[src/rtl/multicycle_controller.sv]
// Main control FSM of the multicycle MIPS-subset core.
// Steps each instruction through fetch/decode/execute/memory/writeback states,
// drives the datapath selects and write enables, and stalls on mem_ready.
//
// Ports:
//   clk, rst_n      - clock (rising edge), asynchronous active-low reset
//   op              - opcode field instr[31:26]
//   zero            - ALU zero flag, qualifies the branch PC update
//   mem_ready       - memory access completes this cycle
//   ir_write, pc_en, mem_write, reg_write - datapath write enables
//   iord, reg_dst, mem_to_reg, alu_src_a, alu_src_b, pc_src - datapath selects
//   alu_op          - to ALU-function decoder (00 add, 01 sub, 10 funct)
//   illegal_op      - pulse in DECODE on an unsupported opcode
//   state_dbg       - current state encoding
module multicycle_controller (
  input  logic       clk,
  input  logic       rst_n,
  input  logic [5:0] op,
  input  logic       zero,
  input  logic       mem_ready,
  output logic       ir_write,
  output logic       pc_en,
  output logic       mem_write,
  output logic       reg_write,
  output logic       iord,
  output logic       reg_dst,
  output logic       mem_to_reg,
  output logic       alu_src_a,
  output logic [1:0] alu_src_b,
  output logic [1:0] pc_src,
  output logic [1:0] alu_op,
  output logic       illegal_op,
  output logic [3:0] state_dbg
);

  localparam int unsigned STATE_W = 4;
  localparam int unsigned OP_W    = 6;

  localparam logic [OP_W-1:0] OP_RTYPE = 6'b000000;
  localparam logic [OP_W-1:0] OP_J     = 6'b000010;
  localparam logic [OP_W-1:0] OP_BEQ   = 6'b000100;
  localparam logic [OP_W-1:0] OP_ADDI  = 6'b001000;
  localparam logic [OP_W-1:0] OP_LW    = 6'b100011;
  localparam logic [OP_W-1:0] OP_SW    = 6'b101011;

  typedef enum logic [STATE_W-1:0] {
    S_FETCH    = 4'd0,
    S_DECODE   = 4'd1,
    S_MEMADR   = 4'd2,
    S_MEMRD    = 4'd3,
    S_MEMWB    = 4'd4,
    S_MEMWR    = 4'd5,
    S_EXECUTE  = 4'd6,
    S_ALUWB    = 4'd7,
    S_BEQ      = 4'd8,
    S_ADDIEXEC = 4'd9,
    S_ADDIWB   = 4'd10,
    S_JUMP     = 4'd11
  } state_t;

  state_t state_q;
  state_t state_d;

  // Raw decoded enables, before reset gating
  logic pc_write;
  logic branch;
  logic ir_write_raw;
  logic mem_write_raw;
  logic reg_write_raw;
  logic illegal_raw;

  // State register
  always_ff @(posedge clk or negedge rst_n) begin
    if (!rst_n) begin
      state_q <= S_FETCH;
    end else begin
      state_q <= state_d;
    end
  end

  // Next-state and Moore output decode (mem_ready/zero qualifiers only)
  always_comb begin
    state_d       = S_FETCH;
    pc_write      = 1'b0;
    branch        = 1'b0;
    ir_write_raw  = 1'b0;
    mem_write_raw = 1'b0;
    reg_write_raw = 1'b0;
    illegal_raw   = 1'b0;
    iord          = 1'b0;
    reg_dst       = 1'b0;
    mem_to_reg    = 1'b0;
    alu_src_a     = 1'b0;
    alu_src_b     = 2'b00;
    pc_src        = 2'b00;
    alu_op        = 2'b00;

    case (state_q)
      S_FETCH: begin
        alu_src_b    = 2'b01;
        ir_write_raw = mem_ready;
        pc_write     = mem_ready;
        state_d      = mem_ready ? S_DECODE : S_FETCH;
      end
      S_DECODE: begin
        alu_src_b = 2'b11;
        case (op)
          OP_LW, OP_SW: state_d = S_MEMADR;
          OP_RTYPE:     state_d = S_EXECUTE;
          OP_BEQ:       state_d = S_BEQ;
          OP_ADDI:      state_d = S_ADDIEXEC;
          OP_J:         state_d = S_JUMP;
          default: begin
            state_d     = S_FETCH;
            illegal_raw = 1'b1;
          end
        endcase
      end
      S_MEMADR: begin
        alu_src_a = 1'b1;
        alu_src_b = 2'b10;
        // op is held by the instruction register; anything but sw is a load here
        state_d   = (op == OP_SW) ? S_MEMWR : S_MEMRD;
      end
      S_MEMRD: begin
        iord    = 1'b1;
        state_d = mem_ready ? S_MEMWB : S_MEMRD;
      end
      S_MEMWB: begin
        mem_to_reg    = 1'b1;
        reg_write_raw = 1'b1;
        state_d       = S_FETCH;
      end
      S_MEMWR: begin
        iord          = 1'b1;
        mem_write_raw = mem_ready;
        state_d       = mem_ready ? S_FETCH : S_MEMWR;
      end
      S_EXECUTE: begin
        alu_src_a = 1'b1;
        alu_op    = 2'b10;
        state_d   = S_ALUWB;
      end
      S_ALUWB: begin
        reg_dst       = 1'b1;
        reg_write_raw = 1'b1;
        state_d       = S_FETCH;
      end
      S_BEQ: begin
        alu_src_a = 1'b1;
        alu_op    = 2'b01;
        pc_src    = 2'b01;
        branch    = 1'b1;
        state_d   = S_FETCH;
      end
      S_ADDIEXEC: begin
        alu_src_a = 1'b1;
        alu_src_b = 2'b10;
        state_d   = S_ADDIWB;
      end
      S_ADDIWB: begin
        reg_write_raw = 1'b1;
        state_d       = S_FETCH;
      end
      S_JUMP: begin
        pc_src   = 2'b10;
        pc_write = 1'b1;
        state_d  = S_FETCH;
      end
      default: begin
        state_d = S_FETCH;
      end
    endcase
  end

  // Enables are gated by rst_n so none can pulse while reset is held,
  // even though FETCH would otherwise assert them when mem_ready is high.
  assign ir_write   = rst_n & ir_write_raw;
  assign pc_en      = rst_n & (pc_write | (branch & zero));
  assign mem_write  = rst_n & mem_write_raw;
  assign reg_write  = rst_n & reg_write_raw;
  assign illegal_op = rst_n & illegal_raw;
  assign state_dbg  = STATE_W'(state_q);

endmodule

[config.mk]
export PLATFORM = sky130hd
export DESIGN_NAME = multicycle_controller
export DESIGN_NICKNAME = d
export VERILOG_FILES = /design/src/rtl/multicycle_controller.sv
export SDC_FILE = /design/constraint.sdc
export NUM_CORES = 1
export LEC_CHECK = 0
export BUFFER_PORTS_ARGS = -buffer_cell sky130_fd_sc_hd__buf_2
export CORE_AREA = 2 2 46 48
export CTS_BUF_LIST = sky130_fd_sc_hd__clkbuf_8
export CTS_CLUSTER_DIAMETER = 100
export DETAILED_ROUTE_END_ITERATION = 16
export DIE_AREA = 0 0 48 50
export MAX_ROUTING_LAYER = met4
export PLACE_DENSITY = 0.56
export SLEW_MARGIN = 25
export SYNTH_ARGS = -nofsm -noshare
export SYNTH_HDL_FRONTEND = slang
export SYNTH_SLANG_ARGS = --single-unit
[constraint.sdc]
create_clock -name clk -period 2.9 [get_ports clk]
set_input_delay 0.58 -clock clk [delete_from_list [all_inputs] [get_ports clk]]
set_output_delay 0.58 -clock clk [all_outputs]
set_load 0.01 [all_outputs]
==> impl_results.md, run 1 <==
* Outcome: complete, no violations
* Top Ports at 29
* Wire length on met1 at about 700 microns
* Overall power at ~570 uW
* Area of the die at between 2000 and 2500 sq um
* Final Critical Period at about 2300 ps
* Req. time, crit path at ~2300 ps
* Root Buffer: clkbuf_8
* CP arrival at 1750 ps
* Router iterations before antenna repair at 4
* Final setup violation count at 0
* GRT Total Usage at 0.1318
* TritonCTS clock tree: done
* Period utilisation layout at 0.8048
* Vias per cell at ~5.2
* Ys async rst share at 1.000
* GR Overflow Total at 0
* Per-cell routed wire length at between 10 and 15 microns
* Setup_tns at 0 ps
* FILL cells at 210
* RSZ-0062 raised after global routing: false
* HP Class: primary input to async pin
* CTS resizes at 0
* Final GP Congestion at just under 0.8
* Largest net degree at the start of global routing at 20
* Main area contributors after synthesis: dfrtp_1 18%, nor3_1 9.1%, nor2_1 5.5%
* Initial DRC Count at 13
* Core box area at about 1900 sq um
* WS Path Type: register to primary output
* Post-synth net total at 87
* Hold buffer count at cts at 0
* Antenna viol nets, final at 0
* Via count at a little under 700
* Slew at the pin with the worst max-slew slack at a little over 500 ps
* Die Width at 48 microns
* Vias in the first global route at 553
* Top sig layer: met4
* Max Freq at 0.4285 GHz
* Layout area overhead at 32.50%
* FP Rows at 16
* Post-CTS Setup Repair Bufs at 0
* P_leak at roughly 0.00036 uW
* Sequential area share after synthesis at 0.1818
* Synthesized area per cell at 7.150 sq um
* Initial Utilization at 0.2895
* DP Wirelength at between 1000 and 1500 microns
* Post-Route WL at 1566 microns
* Number of flip-flops in the largest register at 4
* Port Buffers at 28
* Antenna cells at 0
* Slew Limit Headroom at 0.6565
* Top FF cell, synth: dfrtp_1
* Slew Limit Fails at 0
* Reg clk slew, reported paths at approximately 30 ps
* H-tree levels at 1
* DRC viols at 0
* Final Skew at between 1 and 1.5 ps
* Final WS setup at roughly 570 ps
* Gate Count Post-Synth at 77
* Distinct cells, synth at 34
* Hold Slack at approximately 200 ps
* Peak VDD IR at ~250 uV
* Met2 WL at 740 microns
* Yosys synthesis warning count at 0
* Metal3 WL at roughly 120 microns
* TritonCTS buffer count at 3
* Area share of the largest cell type after synthesis at 0.1818
* Flops & latches, synth at 4
* Final nets at 115
* CTS sink count at 4
* Clock Tree Buf Depth at 2
* Dpl ws at between 800 and 900 ps
* CP Capture Type: primary output
* Share of cells above drive strength 1 at 0.3107
* Post-synth EDFFs at 0
* Die Y at approximately 50 microns
* Final hold vios at 0
* Max-cap violations at 0
* Initial antenna violation count at 0
* Util after Layout at 0.3836
* First-pass GRT wire length at 2318 microns
* Clk Latency, worst-skew pair at around 210 ps
* Cell area after synthesis at roughly 550 sq um
* Power Density at 779.1 nW/um^2
* CP max FO at 16
* Critical Path Start Type: register
* Synth area leader: dfrtp_1
## Yosys cell counts, drive strengths merged (2+ instances only)
cell	instances
a21oi	3
and3	2
buf	5
dfrtp	4
inv	2
nand2	6
nand2b	4
nand3	3
nand4	2
nor2	8
nor2b	2
nor3	10
nor3b	2
o211a	2
o21a	2
o21ai	2
or3	2
xor2	3
## placed cells by master, fill, tap and decap left out
master	n
and4_1	1
nand3_1	3
dfrtp_1	4
and3_1	2
or3b_1	1
xor2_1	3
or3_1	2
nor3_1	10
a311o_1	1
o21a_1	2
inv_1	2
clkbuf_8	3
and2b_1	1
nand4b_1	1
nand3b_1	1
nand2_1	6
a21oi_2	1
o221ai_1	1
nand4_1	2
o211a_1	2
a21oi_1	2
o2111ai_1	1
o311ai_1	1
nor2_1	8
nor2b_1	2
a21o_1	1
o21ai_0	2
nand2b_1	4
buf_2	28
nor4_1	1
o311a_1	1
o211ai_1	1
nor3b_1	2
## power breakdown
group	internal (uW)	switching (uW)
Sequential	73.7	73.2
Combinational	136	170
Clock	88.3	26.9
Total	298	270
## per-stage QoR
step / instance area (sq um) / std cells
4_1_cts: 729.5 / 130
5_1_grt: 729.5 / 130
3_3_place_gp: 688.2 / 127
3_5_place_dp: 688.2 / 127
6_report: 729.5 / 130
2_1_floorplan: 550.5 / 77
## worst max-delay path, stage by stage, from the launching register on
cell and delay (ps):
dfrtp_1 580, nor2b_1 470, nand3_1 150, nor3_1 180, buf_2 150
## path summary, 6_finish.rpt
path	endpoint	slack, ps	start	cells past startpoint
min	state_dbg[1]	200	rst_n	1
min reg2reg	state_dbg[0]	690	state_dbg[3]	1
min in group clk	state_dbg[0]	690	state_dbg[3]	1
max in group asynchronous	state_dbg[3]	2540	rst_n	1
max	illegal_op	570	state_dbg[0]	4
max reg2reg	state_dbg[0]	1440	state_dbg[1]	3
## layer usage
metal,GRT usage,vias to the layer above
li1,-,340
met1,0.1619,304
met2,0.2156,35
met3,0.007326,2
met4,0.05405,0
met5,-,-
## layout make-up
type	count	area [sq um]	share of cell area
tap	27	33.78	0.04631
clock buffer	3	41.29	0.05660
multi-input combinational	66	406.6	0.5575
inverter	2	7.507	0.01029
sequential	4	100.1	0.1372
timing repair buffer	28	140.1	0.1921
## cells by family (layout without fill, tap and decap cells)
family / Yosys count / after routing / synth area share
AOI/OAI and AO/OA: 16 / 16 / 0.2273
DFF: 4 / 4 / 0.1818
xor gates and xnor gates: 3 / 3 / 0.04774
and+or+nand+nor: 47 / 47 / 0.4636
buffers and inverters: 7 / 33 / 0.07954
No activity file was read; power rests on OpenSTA's default activity.
==> run 2: changes to the inputs <==
ABC_AREA = 1   (was unset)
CORE_AREA = 2 2 44 46   (was 2 2 46 48)
DIE_AREA = 0 0 46 48   (was 0 0 48 50)
PLACE_DENSITY = 0.59   (was 0.56)
clock period = 1.9 ns   (was 2.9 ns; I/O delays follow)
==> run 2 against run 1 <==
Sequential share of layout area up 0.14 points. Hold slack improved by 320 ps. Cell count increased by 15%. Clock skew rose by 2.4 ps. Flip-flop and latch count is the same. First-iteration DRC count down 38%. Highest routed layer unchanged.
==> impl_results.md, run 2 <==
* Critical Path Start Type: primary input
* Period utilisation layout at 0.9484
* Sw power at 348.0 uW
* Synthesized area per cell at around 5 sq um
* Core box area at roughly 1700 sq um
* Power Density at ~1000 nW/um^2
* Top FF cell, synth: dfrtp_1
* CP top delay family: buffers and inverters
* Max-cap violations at 0
* CP arrival at between 1000 and 1500 ps
* CTS sink count at 4
* Final GP Congestion at between 0.8 and 0.9
* Top Ports at 29
* Area share of the largest cell type after synthesis at 0.2494
* Min-Delay Path Depth at 5
* Vias in the first global route at around 580
* TritonCTS clock tree: done
* Initial antenna violation count at 0
* Clock share of power at 0.237
* Yosys synthesis warning count at 0
* Synth area leader: nand2_1
* Number of flip-flops in the largest register at 4
* H-tree levels at 1
* Area of the die at about 2200 sq um
* Final Critical Period at between 1500 and 2000 ps
* Port Buffers at 28
* Max Freq at 0.5550 GHz
* Most common cell after layout, fill and taps aside: nand2_1
* Per-cell routed wire length at approximately 9.0 microns
* Clk Latency, worst-skew pair at ~220 ps
* Main area contributors after synthesis: nand2_1 25%, dfrtp_1 20%, inv_1 16%
* CP bufs+invs at 4
* Die Width at between 40 and 50 microns
* DP Wirelength at 1176 microns
* Comb pwr share at 0.568
* CP max FO at 7
* Post-synth EDFFs at 0
* Worst hold start: mem_ready
* Initial DRC Count at 8
* Int Pwr at between 400 and 500 uW
* P_leak at approximately 0.00053 uW
* Final hold vios at 0
* Router iterations before antenna repair at 4
* Slew Limit Headroom at 0.8187
* Overall power at around 750 uW
* Post-CTS Setup Repair Bufs at 0
* Via count at slightly below 700
* Cell area after synthesis at between 400 and 500 sq um
* Worst R2R Start: state_dbg[1]
* Net Sw Frac at 0.4611
* Outcome: complete, no violations
* Antenna cells at 0
* DRC viols at 0
* R2r worst-path depth at 5
* Most frequent cells in the layout: 32 x nand2_1, 27 x buf_2, 21 x inv_1, 19 x nor2_1, 11 x nand3_1
* Req. time, crit path at roughly 1500 ps
* Vias per cell at around 4.5
* Slowest CP cell: dlygate4sd3_1
* Die Y at about 48 microns
* Final Skew at around 3.7 ps
* Slew Limit Fails at 0
* Largest net degree at the start of global routing at 8
* Crit. Startpoint: rst_n
* FP Rows at 15
* Most frequent cell after synthesis: nand2_1
* Antenna viol nets, final at 0
* Met2 WL at 665 microns
* CP Capture Type: primary output
* Crit path depth at 5
* GR Overflow Total at 0
* Final setup violation count at 0
* Post-Route WL at 1341 microns
* WS Path Type: primary input to primary output
* Post-synth net total at 110
* TritonCTS buffer count at 3
* Metal3 WL at between 80 and 90 microns
* Worst path cell trace: dlygate4sd3_1 -> buf_4 -> inv_1 -> nor3_2 -> buf_2
* Flops & latches, synth at 4
* Wire length on met1 at 569 microns
* Gate Count Post-Synth at 100
* Reg clk slew, reported paths at ~30 ps
* Layout area overhead at 45.34%
* Final nets at ~140
* RSZ-0062 raised after global routing: false
* HP Class: primary input to register
* Top sig layer: met4
* Ys async rst share at 1.000
* First-pass GRT wire length at ~2200 microns
* Sequential area share after synthesis at 0.2015
* Most instantiated cells after synthesis: 33 x nand2_1, 21 x inv_1, 20 x nor2_1, 11 x nand3_1
* Setup_tns at 0 ps
* Root Buffer: clkbuf_8
* Initial Utilization at 0.2941
* GRT Total Usage at 0.1419
* Sequential Power Share at 0.196
* Share of cells above drive strength 1 at 0.2803
* Crit-path max cell delay at around 530 ps
* Distinct cells, synth at 11
* Peak VDD IR at around 500 uV
* Clock Tree Buf Depth at 2
* Slew at the pin with the worst max-slew slack at roughly 270 ps
run 2: through the flow:
step	instance area (sq um)	hold WS, ps	util	instances	setup WS, ps
floorplan	496.7	84.41	-	100	379.5
global placement	658.1	212.5	0.3896	145	320.8
detailed placement	658.1	212.8	0.3896	145	298.2
CTS	709.4	531.8	0.4200	149	12.72
global route	721.9	533.9	0.4274	149	18.73
finish	721.9	514.6	0.4274	149	98.08
run 2: worst paths after layout:
path	end	slack (ps)
max in group asynchronous	state_dbg[2]	1260
hold reg to reg	state_dbg[3]	740
min in group asynchronous	state_dbg[1]	520
hold / removal	state_dbg[2]	510
setup / recovery	mem_write	100
setup reg to reg	state_dbg[2]	750
run 2: power groups by stage:
stage	clock network [uW]	logic (uW)	registers [uW]
final	179	428	148
after detailed placement	0	427	145
after floorplan	0	260	155
after global routing	184	493	153
after CTS	176	429	144
after global placement	0	427	145
run 2: layout make-up:
class                      count  area, sq um
inverter                      21        78.83
sequential                     4        100.1
tap                           17        21.27
timing repair buffer          29        152.6
clock buffer                   3        41.29
multi-input combinational     75        327.8
fill                         209        967.2
run 2: logic make-up after synthesis:
logic type	after synthesis	share of synthesized area
AO/OA/AOI/OAI	5	0.05291
buffers and inverters	21	0.1587
flip-flops	4	0.2015
AND/OR/NAND/NOR	70	0.5869
run 2: worst min-delay path, cell delays in order:
cell and delay, ps:
buf_2 100, nand2_1 50, nand2_1 60, nor2_1 40, nand3_1 60
run 2: per-layer routing:
metal  track usage  vias to the layer above
li1              -                      368
met1        0.1700                      283
met2        0.2472                       23
met3       0.02264                        2
met4       0.03429                        0
met5             -                        -
run 2: repair_timing:
action	4_1_cts	5_1_grt
hold buffers	1	0
gates resized for setup	0	5
hold endpoints to repair	4	0
endpoints found under the setup margin	0	2
==> run 3: changes to the inputs <==
CORE_AREA = 3 3 45 47   (was 2 2 44 46)
DIE_AREA = 0 0 48 50   (was 0 0 46 48)
REMOVE_ABC_BUFFERS = 1   (was unset)
==> run 3 against run 2 <==
Global-route usage shrank 2.0 points. Design area shrank 1.4%. Maximum frequency shrank 2.4%. Die area grew 8.7%. Sequential share of layout area grew 0.19 points. Clock power shrank 4%. Cell count is the same. Hold slack gained 8.8 ps. Register-to-register slack is essentially flat. Flip-flop and latch count is the same. Power shrank 1.5%. Largest power group unchanged.
==> impl_results.md, run 3 (same netlist as run 2, synthesis figures left out) <==
* Hold Slack at between 500 and 600 ps
* TritonCTS clock tree: done
* Crit path depth at 5
* Post-Route WL at 1334 microns
* Setup_tns at 0 ps
* Final hold vios at 0
* Per-cell routed wire length at roughly 9.0 microns
* Worst path cell trace: dlygate4sd3_1 -> clkbuf_4 -> inv_1 -> nor3_1 -> buf_2
* CP top delay family: buffers and inverters
* Max-cap violations at 0
* Comb pwr share at 0.573
* Share of cells above drive strength 1 at 0.2576
* Port Buffers at 28
* Most common cell after layout, fill and taps aside: nand2_1
* CP max FO at 7
* H-tree levels at 1
* Final GP Congestion at just over 0.8
* Initial antenna violation count at 0
* Overall power at around 740 uW
* HP Class: primary input to register
* Number of flip-flops in the largest register at 4
* Antenna viol nets, final at 0
* Final setup violation count at 0
* Crit. Startpoint: rst_n
* Vias per cell at 4.470
* Final WS setup at 53.85 ps
* Worst R2R Start: state_dbg[2]
* Die Width at approximately 48 microns
* Area of the die at between 2000 and 2500 sq um
* Min-Delay Path Depth at 5
* RR Endpoint: state_dbg[0]
* Die Y at 50 microns
* Antenna cells at 0
* Outcome: complete, no violations
* Critical Path Start Type: primary input
* DRC viols at 0
* Initial DRC Count at 5
* Net Sw Frac at 0.4586
* Vias in the first global route at 547
* Clock share of power at 0.232
* Req. time, crit path at 1520 ps
* Slew Limit Fails at 0
* CTS sink count at 4
* Top Ports at 29
* WS Path Type: primary input to primary output
* Reg clk slew, reported paths at ~30 ps
* CP arrival at ~1500 ps
* Slowest CP cell: dlygate4sd3_1
* DP Wirelength at ~1200 microns
* Final nets at around 140
* Crit-path max cell delay at about 520 ps
* Peak VDD IR at 662.6 uV
* Final instance area at between 700 and 800 sq um
* Most frequent cells in the layout: 33 x nand2_1, 27 x buf_2, 21 x inv_1, 20 x nor2_1, 11 x nand3_1
* TritonCTS buffer count at 3
* CP bufs+invs at 4
* RSZ-0062 raised after global routing: false
* Initial Utilization at 0.2941
* GR Overflow Total at 0
* Clk Latency, worst-skew pair at ~210 ps
* Slew Limit Headroom at 0.8266
* Max Freq at between 0.5 and 0.6 GHz
* Sequential Power Share at 0.196
* P_leak at 0.0005262 uW
* FP Rows at 15
* R2R Setup Slk at 740 ps
* Via count at approximately 670
* Clock Tree Buf Depth at 2
* First-pass GRT wire length at 2152 microns
* GRT Total Usage at 0.1221
* Int Pwr at between 400 and 500 uW
* Final Skew at 1.291 ps
* Power Density at about 1000 nW/um^2
* Sw power at ~340 uW
* Core box area at roughly 1700 sq um
* Root Buffer: clkbuf_8
* Dpl cell area at between 600 and 700 sq um
* Dpl ws at ~300 ps
* CP Capture Type: primary output
* Router iterations before antenna repair at 4
* Period utilisation layout at 0.9717
* Final Critical Period at between 1500 and 2000 ps
* Slew at the pin with the worst max-slew slack at 259.1 ps
* R2r worst-path depth at 7
* Critical Path End: mem_write
* Largest net degree at the start of global routing at 8
* Layout area overhead at 43.33%
==> run 3: final cells by class <==
type	count	area, sq um
Clock buffer	3	41.29
Fill cell	198	977.2
Inverter	21	78.83
Multi-Input combinational cell	75	317.8
Sequential cell	4	100.1
Tap cell	17	21.27
Timing Repair Buffer	29	152.6
==> run 3: power groups by stage <==
stage	Sequential, uW	Clock, uW	Combinational (uW)
after floorplan	155	0	260
after global routing	150	182	484
after detailed placement	146	0	427
after global placement	145	0	426
final	146	172	425
after CTS	145	177	430
==> run 3: how the worst min path moves through the flow <==
stage	start	to	slack, ps
6_report	mem_ready	state_dbg[2]	520
5_1_grt	mem_ready	state_dbg[2]	550
4_1_cts	rst_n	state_dbg[1]	520
3_5_place_dp	rst_n	state_dbg[1]	220
3_3_place_gp	rst_n	state_dbg[1]	210
2_1_floorplan	rst_n	state_dbg[0]	80
==> run 3: worst register-to-register path, delay by kind of cell (launching register included) <==
kind	cells	cell delay, ps
buffers and inverters	2	160
flip-flops	1	360
AND/OR/NAND/NOR	5	520
==> run 3: stage by stage <==
stage | std cells | utilization
2_1_floorplan | 100 | -
3_3_place_gp | 145 | 0.3896
3_5_place_dp | 145 | 0.3896
4_1_cts | 149 | 0.4200
5_1_grt | 149 | 0.4215
6_report | 149 | 0.4215
==> run 3: timing repair <==
item	CTS	global route
gates resized for setup	0	1
setup endpoints to repair	0	2
setup buffers	0	0
hold buffers	1	0
endpoints found under the hold margin	4	0
==> run 3: layer usage <==
metal	track usage	vias to the layer above	wire, microns
met5	-	-	0
met4	0.02691	0	0
met3	0.02190	0	97
met2	0.1982	23	628
met1	0.1528	276	608
li1	-	367	-
